<file path="src/rtl/mac_load_seq.sv">
// mac_load_seq: per-tile weight/input load sequencer feeding the MAC-array control pipeline register.
module mac_load_seq #(
  parameter int CALC_CYCLES = 7
) (
  input  logic       CLK,
  input  logic       RST,
  input  logic       START,
  input  logic [3:0] NTILE,
  input  logic [4:0] SHAMT,
  input  logic       STALL,
  input  logic       ABORT,
  output logic       RD_EN,
  output logic [6:0] RD_ADDR,
  output logic       START_CALC0,
  output logic       ILoad0,
  output logic       WLoad0,
  output logic [4:0] shamt0,
  output logic [1:0] ICOL0,
  output logic [1:0] WROW0,
  output logic [3:0] ODST0,
  output logic       BUSY,
  output logic       DONE
);
  typedef enum logic [2:0] {S_IDLE, S_WLOAD, S_ILOAD, S_CALC, S_WAIT, S_DONE} state_t;
  localparam logic [3:0] WLAST = 4'(CALC_CYCLES - 1);
  state_t     state_q, state_d;
  logic [1:0] idx_q, idx_d;
  logic [3:0] tile_q, tile_d, wcnt_q, wcnt_d, ntile_q, ntile_d;
  logic [4:0] shamt_q, shamt_d;
  always_ff @(posedge CLK or posedge RST)
    if (RST) begin
      state_q <= S_IDLE;
      idx_q   <= '0;
      tile_q  <= '0;
      wcnt_q  <= '0;
      ntile_q <= '0;
      shamt_q <= '0;
    end else begin
      state_q <= state_d;
      idx_q   <= idx_d;
      tile_q  <= tile_d;
      wcnt_q  <= wcnt_d;
      ntile_q <= ntile_d;
      shamt_q <= shamt_d;
    end
  // tile/idx are cleared on every return to IDLE so address outputs read 0 there
  always_comb begin
    state_d = state_q;
    idx_d   = idx_q;
    tile_d  = tile_q;
    wcnt_d  = wcnt_q;
    ntile_d = ntile_q;
    shamt_d = shamt_q;
    if (state_q == S_IDLE) begin
      if (START) begin
        ntile_d = NTILE;
        shamt_d = SHAMT;
        tile_d  = '0;
        idx_d   = '0;
        state_d = S_WLOAD;
      end
    end else if (ABORT) begin
      state_d = S_IDLE;
      tile_d  = '0;
      idx_d   = '0;
      wcnt_d  = '0;
    end else begin
      case (state_q)
        S_WLOAD, S_ILOAD: if (!STALL) begin
          idx_d = idx_q + 2'd1;
          if (idx_q == 2'd3) state_d = (state_q == S_WLOAD) ? S_ILOAD : S_CALC;
        end
        S_CALC: begin
          state_d = S_WAIT;
          wcnt_d  = '0;
        end
        S_WAIT: if (wcnt_q == WLAST) begin
          wcnt_d  = '0;
          state_d = (tile_q == ntile_q) ? S_DONE : S_WLOAD;
          tile_d  = (tile_q == ntile_q) ? tile_q : tile_q + 4'd1;
        end else wcnt_d = wcnt_q + 4'd1;
        default: begin
          state_d = S_IDLE;
          tile_d  = '0;
          idx_d   = '0;
        end
      endcase
    end
  end
  assign WLoad0      = (state_q == S_WLOAD) & ~STALL;
  assign ILoad0      = (state_q == S_ILOAD) & ~STALL;
  assign RD_EN       = WLoad0 | ILoad0;
  assign RD_ADDR     = {state_q == S_ILOAD, tile_q, idx_q};
  assign START_CALC0 = state_q == S_CALC;
  assign shamt0      = (state_q == S_IDLE) ? 5'd0 : shamt_q;
  assign ICOL0       = (state_q == S_ILOAD) ? idx_q : 2'd0;
  assign WROW0       = (state_q == S_WLOAD) ? idx_q : 2'd0;
  assign ODST0       = tile_q;
  assign BUSY        = state_q inside {S_WLOAD, S_ILOAD, S_CALC, S_WAIT};
  assign DONE        = state_q == S_DONE;
endmodule

</file>
<file path="config.mk">
export PLATFORM = sky130hd
export DESIGN_NAME = mac_load_seq
export DESIGN_NICKNAME = d
export VERILOG_FILES = /design/src/rtl/mac_load_seq.sv
export SDC_FILE = /design/constraint.sdc
export NUM_CORES = 1
export LEC_CHECK = 0
export BUFFER_PORTS_ARGS = -buffer_cell sky130_fd_sc_hd__clkbuf_2
export CAP_MARGIN = 20
export CORE_MARGIN = 2
export CORE_UTILIZATION = 47
export DETAILED_ROUTE_END_ITERATION = 7
export PLACE_DENSITY_LB_ADDON = 0.25
export SYNTH_ARGS = -nofsm -noshare
export SYNTH_HDL_FRONTEND = slang
export SYNTH_SLANG_ARGS = --single-unit
</file>
<file path="constraint.sdc">
create_clock -name CLK -period 2.3 [get_ports CLK]
set_clock_uncertainty 0.05 [all_clocks]
set_input_delay 0.46 -clock CLK [delete_from_list [all_inputs] [get_ports CLK]]
set_output_delay 0.46 -clock CLK [all_outputs]
set_load 0.005 [all_outputs]
</file>
==> results of run 1 <==
flip-flops by register name, summed over array words and instances, names as in the netlist:
| signal | count |
|---|---|
| shamt_q | 5 |
| ODST0 | 4 |
| ntile_q | 4 |
| wcnt_q | 4 |
| state_q | 3 |
| idx_q | 2 |
final cells by class:
class | instances | area [um^2] | share of cell area, %
Inverter | 5 | 18.8 | 1.20
Timing Repair Buffer | 41 | 210 | 13.4
Clock buffer | 3 | 22.5 | 1.44
Clock inverter | 1 | 30.0 | 1.91
Tap cell | 31 | 38.8 | 2.47
Multi-Input combinational cell | 95 | 698 | 44.5
Sequential cell | 22 | 551 | 35.1
worst min path at each step:
stage	endpoint	slack, ns	cells after the start
2_1_floorplan	ODST0[0]$_DFFE_PP0P_	0.40	1
3_5_place_dp	shamt_q[3]$_DFFE_PP0P_	0.44	1
3_3_place_gp	shamt_q[1]$_DFFE_PP0P_	0.43	1
4_1_cts	shamt_q[0]$_DFFE_PP0P_	0.27	2
6_report	shamt_q[4]$_DFFE_PP0P_	0.22	2
5_1_grt	shamt_q[2]$_DFFE_PP0P_	0.30	2
per-layer routing:
layer  up-vias  share of wire, %  track usage, %
li1        541                 -               -
met1       529                44            20.9
met2        22                51            30.2
met3         4               3.9            2.95
met4         0              0.86            3.99
met5         -                 0               0
layout by cell type, fill, tap and decap left out, types with 2 or more instances in the layout:
master and count:
buf_4 2, a21oi_1 3, nor2b_1 7, o21ai_0 6, xor2_1 4, nor2_1 6
nand3_1 5, o211ai_1 2, nor3_1 8, clkbuf_4 3, ha_1 4, a22o_1 2
a21o_1 3, or4_1 2, nand2b_1 4, nand2_1 4, inv_1 5, clkbuf_2 39
mux2_2 10, and2_1 6, dfrtp_1 22
power breakdown:
part	internal, uW	leakage, uW	switching [uW]
combinational	255	0.000480	215
sequential	484	0.000284	80.7
clock	176	0.0000279	117
total	915	0.000792	413
per-stage QoR:
stage	total power [uW]	instances
after detailed placement	1050	194
after CTS	1340	198
after global routing	1420	198
after global placement	1030	194
final	1330	198
after floorplan	899	133
cells by family (layout without fill, tap and decap cells):
| kind of cell | after synthesis | count (layout) | share of synthesized area [%] |
|---|---|---|---|
| XOR/XNOR | 5 | 5 | 3.27 |
| AO/OA/AOI/OAI | 27 | 27 | 14.3 |
| AND/OR/NAND/NOR | 48 | 48 | 21.7 |
| buffers and inverters | 16 | 50 | 6.73 |
| flip-flops | 22 | 22 | 41.1 |
| adder cells (fa/ha/maj) | 4 | 4 | 3.74 |
| multiplexers | 11 | 11 | 9.16 |
==> flow_metrics.tcl, run 1 <==
set metrics [dict create \
    cp_slowest_cell "dfrtp_1" \
    reg2reg_depth 3 \
    clockBufferDepth 2 \
    area_growth_pct 17.2 \
    powerDensity_mw_per_mm2 846 \
    drive_gt1_share_pct 35.3 \
    grt_max_degree 23 \
    yosysWarnings 0 \
    crit_buf_inv 1 \
    cts_tree "yes" \
    synth.avg_cell_area_um2 10.1 \
    yosysSeqAreaShare_pct 41.1 \
    start_util_pct 49.0 \
    ctsResizeCount 0 \
    netlist.area_leader.share_pct 41.1 \
    via_per_inst 5.54 \
    n_antenna_cell 0 \
    cts.sinks 22 \
    grt.overflow.total 0 \
    fin_setup_tns_ns 0 \
    finalMaxSlewViolations 0 \
    ys_ff_latch 22 \
    r2r_start "state_q[2]$_DFFE_PP0P_" \
    synthArstFlopShare_pct 100 \
    dr.pass1.iters 4 \
    cts_inserted_buffers 3 \
    final_nets 186 \
    r2r_end "ODST0[3]$_DFFE_PP0P_" \
    fp.dieH_um 57.4 \
    hold_class "input port to asynchronous set/reset pin" \
    tightest_slew_ns 0.821 \
    gp_congestion 0.777 \
    synthesis.area_mm2 0.00134 \
    yosysMostFrequentCell "dfrtp_1" \
    synth_fp_nets 151 \
    synth_commonest_cells "dfrtp_1 (22), mux2_2 (10), nor3_1 (8)" \
    layout_min_cycle_time_ns 2.11 \
    grtUsageTotal_pct 16.8 \
    peakVddDrop_v 0.000525 \
    final_antenna_net_count 0 \
    drtIter0Drc 37 \
    clk_pin_slew_ns 0.13 \
    cp.arrival_ns 1.60 \
    end_kind "output pin" \
    drt-total-wl_mm 2.55 \
    antenna_found_initial 0 \
    fin_util_pct 57.4 \
    cp-endpoint "RD_EN" \
    port_buffers 39 \
    dp_hpwl_mm 2.03 \
    synth_edf_count 0 \
    nFillCells 244 \
    finalSetupViolCount 0 \
    finalInstanceArea_mm2 0.00157 \
    post-route-period-util_pct 91.5 \
    critPathRequiredTime_ns 1.79 \
    slew_headroom_pct 45.2 \
    rsz0062_at_grt "no" \
    worstSetupPathType "flop to output pin" \
    p_leak_uw 0.000792 \
    fp-row-count 19 \
    crit_path_max_incr_delay_ns 0.55 \
    setup_ws_ns 0.195 \
    synth.distinct_cells 41 \
    cts_root_buf "clkbuf_4" \
    die_w_um 57.4 \
    critPathLaunch "state_q[1]$_DFFE_PP0P_" \
    grt_first_pass_wirelength_mm 4.42 \
    finalHoldViolations 0 \
    crit_family "simple AND/OR/NAND/NOR gates" \
    worst-path-max-fanout 14 \
    crit_cells 4 \
    outcome "finished, final reports clean" \
    holdWs_ns 0.223 \
    vias 1096 \
    postCtsHoldBufs 0 \
    drv_cap 0 \
    wl_per_cell_um 12.9 \
    cts_setup_buffers 0 \
    critPathLaunchType "flop" \
    ys_top_cells_by_area "dfrtp_1 (41%), mux2_2 (8.4%), ha_1 (3.7%), nor2b_1 (3.3%), nor3_1 (3.0%)" \
    detailedPlace.worstSlack_ns 0.444 \
    ys.flop_type "dfrtp_1" \
    r2r_slack_ns 0.44 \
    timing.fmax_mhz 475 \
    core-area_mm2 0.00273 \
    path_cells "nand2b_1, and2_1, nor3_1, clkbuf_2" \
    grt_pass1_vias 1054 \
    htreeDepth 1 \
    clk_latency_ns 0.30 \
    drc_errors 0 \
    yosysTopAreaCell "dfrtp_1" \
    top_level_ports 40 \
    die-area_mm2 0.00329 \
    dpl-instance-area_mm2 0.00152 \
    syn_inst 133 \
]
Power figures use the tool's default switching activity.
==> inputs of run 2 (changes only) <==
CORE_ASPECT_RATIO = 1.2   (was not set)
CORE_UTILIZATION = 46   (was 47)
clock period = 1.7 ns   (was 2.3 ns; I/O delays follow)
==> run 2 against run 1 <==
Count of clock-buffer cells in the layout is 1 higher. Clock power fell by 3%. Non-clock buffer count up 37. Critical path depth increased by 1. Critical path type unchanged. Hold slack worse by 0.021 ns. Cell count up 20%. Total power up 64%. The run now ends with setup timing left. Combinational power is 140% higher. Wire length grew 49%. Via count rose by 19%. Die area rose by 2.1%.
==> flow_metrics.tcl, run 2 (synthesis results as in run 1) <==
set metrics [dict create \
    gp_congestion 0.888 \
    timing.fmax_mhz 549 \
    met1_usage_pct 25.3 \
    drt-total-wl_mm 3.80 \
    r2r_end "ODST0[3]$_DFFE_PP0P_" \
    worst-path-max-fanout 5 \
    drive_gt1_share_pct 59.8 \
    powerDensity_mw_per_mm2 1060 \
    drc_errors 0 \
    antenna_found_initial 0 \
    vias 1307 \
    final_cell_mix "clkbuf_2 (35), buf_4 (29), dfrtp_1 (22)" \
    r2r_start "state_q[1]$_DFFE_PP0P_" \
    critPathRequiredTime_ns 1.31 \
    final_nets 223 \
    r2r_slack_ns -0.07 \
    crit_family "simple AND/OR/NAND/NOR gates" \
    crit_buf_inv 2 \
    dr.pass1.iters 4 \
    dp_hpwl_mm 2.35 \
    worstSetupPathType "flop to output pin" \
    core-area_mm2 0.00279 \
    grt_max_degree 23 \
    final_common_cell "clkbuf_2" \
    slew_headroom_pct 74.6 \
    seq_power_share_pct 34.1 \
    drtIter0Drc 38 \
    end_kind "output pin" \
    grtUsageMet3_pct 4.27 \
    cp.arrival_ns 1.43 \
    clk_pin_slew_ns 0.12 \
    layout_min_cycle_time_ns 1.82 \
    tightest_slew_ns 0.379 \
    holdWs_ns 0.202 \
    hold_class "input port to flop" \
    area_growth_pct 53.3 \
    rsz0062_at_grt "yes" \
    finalMaxSlewViolations 0 \
    clkPwrFrac_pct 13.1 \
    reg2reg_depth 4 \
    via_per_inst 5.49 \
    cp_slowest_cell "dfrtp_1" \
    p_switching_uw 747 \
    drv_cap 0 \
    top_level_ports 40 \
    whs_endpoint "ntile_q[3]$_DFFE_PP0P_" \
    port_buffers 39 \
    wl_per_cell_um 16.0 \
    p_leak_uw 0.00102 \
    clk_latency_ns 0.31 \
    gr-usage-met2_pct 40.9 \
    combPwrFrac_pct 52.8 \
    start_util_pct 48.1 \
    grtUsageTotal_pct 23.2 \
    grt.overflow.total 0 \
    cts_root_buf "clkbuf_4" \
    p_sw_share_pct 34.3 \
    p_int_uw 1430 \
    top_usage_layer "met2" \
    grt_pass1_vias 1312 \
    min_from "NTILE[3]" \
    cts_tree "yes" \
    violations "setup timing" \
    setup_ws_ns -0.121 \
    crit_path_max_incr_delay_ns 0.42 \
    post-route-period-util_pct 107 \
    die_w_um 53.2 \
    fp.dieH_um 63.1 \
    die-area_mm2 0.00336 \
    outcome "finished with violations" \
    grt_first_pass_wirelength_mm 5.78 \
    cts.sinks 22 \
    fp-row-count 21 \
    finalSetupViolCount 19 \
    finalHoldViolations 0 \
    hold_depth 2 \
    peakVddDrop_v 0.000944 \
    path_cells "buf_6, nand2b_4, nor2_2, and2_1, clkbuf_2" \
    critPathLaunchType "flop" \
    fin_setup_tns_ns -1.05 \
    final_antenna_net_count 0 \
    clockBufferDepth 2 \
    largest_register_ffs 5 \
    n_antenna_cell 0 \
    crit_cells 5 \
    cts_inserted_buffers 3 \
    htreeDepth 1 \
    largest-register "shamt_q" \
]
## run 2: final cells by class
class,instances,area (um^2)
Inverter,5,18.8
Timing Repair Buffer,78,533
Tap cell,34,42.5
Multi-Input combinational cell,95,871
Fill cell,220,733
Sequential cell,22,551
Clock buffer,4,36.3
## run 2: how the worst max path moves through the flow
stage	from	endpoint	slack, ns
2_1_floorplan	ABORT	ODST0[3]$_DFFE_PP0P_	0.05
3_3_place_gp	ODST0[2]$_DFFE_PP0P_	ODST0[1]$_DFFE_PP0P_	0.01
3_5_place_dp	state_q[0]$_DFFE_PP0P_	ODST0[2]$_DFFE_PP0P_	0.005
4_1_cts	state_q[0]$_DFFE_PP0P_	RD_EN	-0.14
5_1_grt	state_q[1]$_DFFE_PP0P_	RD_EN	-0.18
6_report	state_q[0]$_DFFE_PP0P_	ICOL0[1]	-0.12
## run 2: metrics by stage
step           total power [uW]  instance area [um^2]  cells  worst slack, ns  util [%]
3_3_place_gp               1470                  1640    211           0.0145      59.0
4_1_cts                    1990                  1870    231           -0.137      67.2
5_1_grt                    2310                  2050    238           -0.181      73.7
2_1_floorplan              1220                  1340    133           0.0519         -
3_5_place_dp               1510                  1640    211          0.00545      59.0
6_report                   2180                  2050    238           -0.121      73.7
## run 2: routing by layer
metal | vias to the layer above | routed length, um
met5 | - | 0
met4 | 0 | 104
met3 | 9 | 160
met2 | 47 | 2100
met1 | 638 | 1440
li1 | 613 | -
## run 2: worst reg2reg max path, stage by stage (launching register included)
cell	delay (ns)
dfrtp_1	0.42
buf_4	0.16
or4b_4	0.55
or4_1	0.44
nand3_1	0.10
## run 2: timing repair
item	in CTS	in global routing
pin swaps	6	11
hold endpoints to repair	22	0
hold buffers	1	0
resized for setup	17	32
setup endpoints to repair	19	28
buffers inserted	15	7
## run 2: power groups by stage
stage	Sequential [uW]	Combinational, uW	Clock [uW]
3_3_place_gp	743	728	0
5_1_grt	762	1240	309
3_5_place_dp	754	754	0
2_1_floorplan	727	494	0
6_report	742	1150	285
4_1_cts	742	956	295
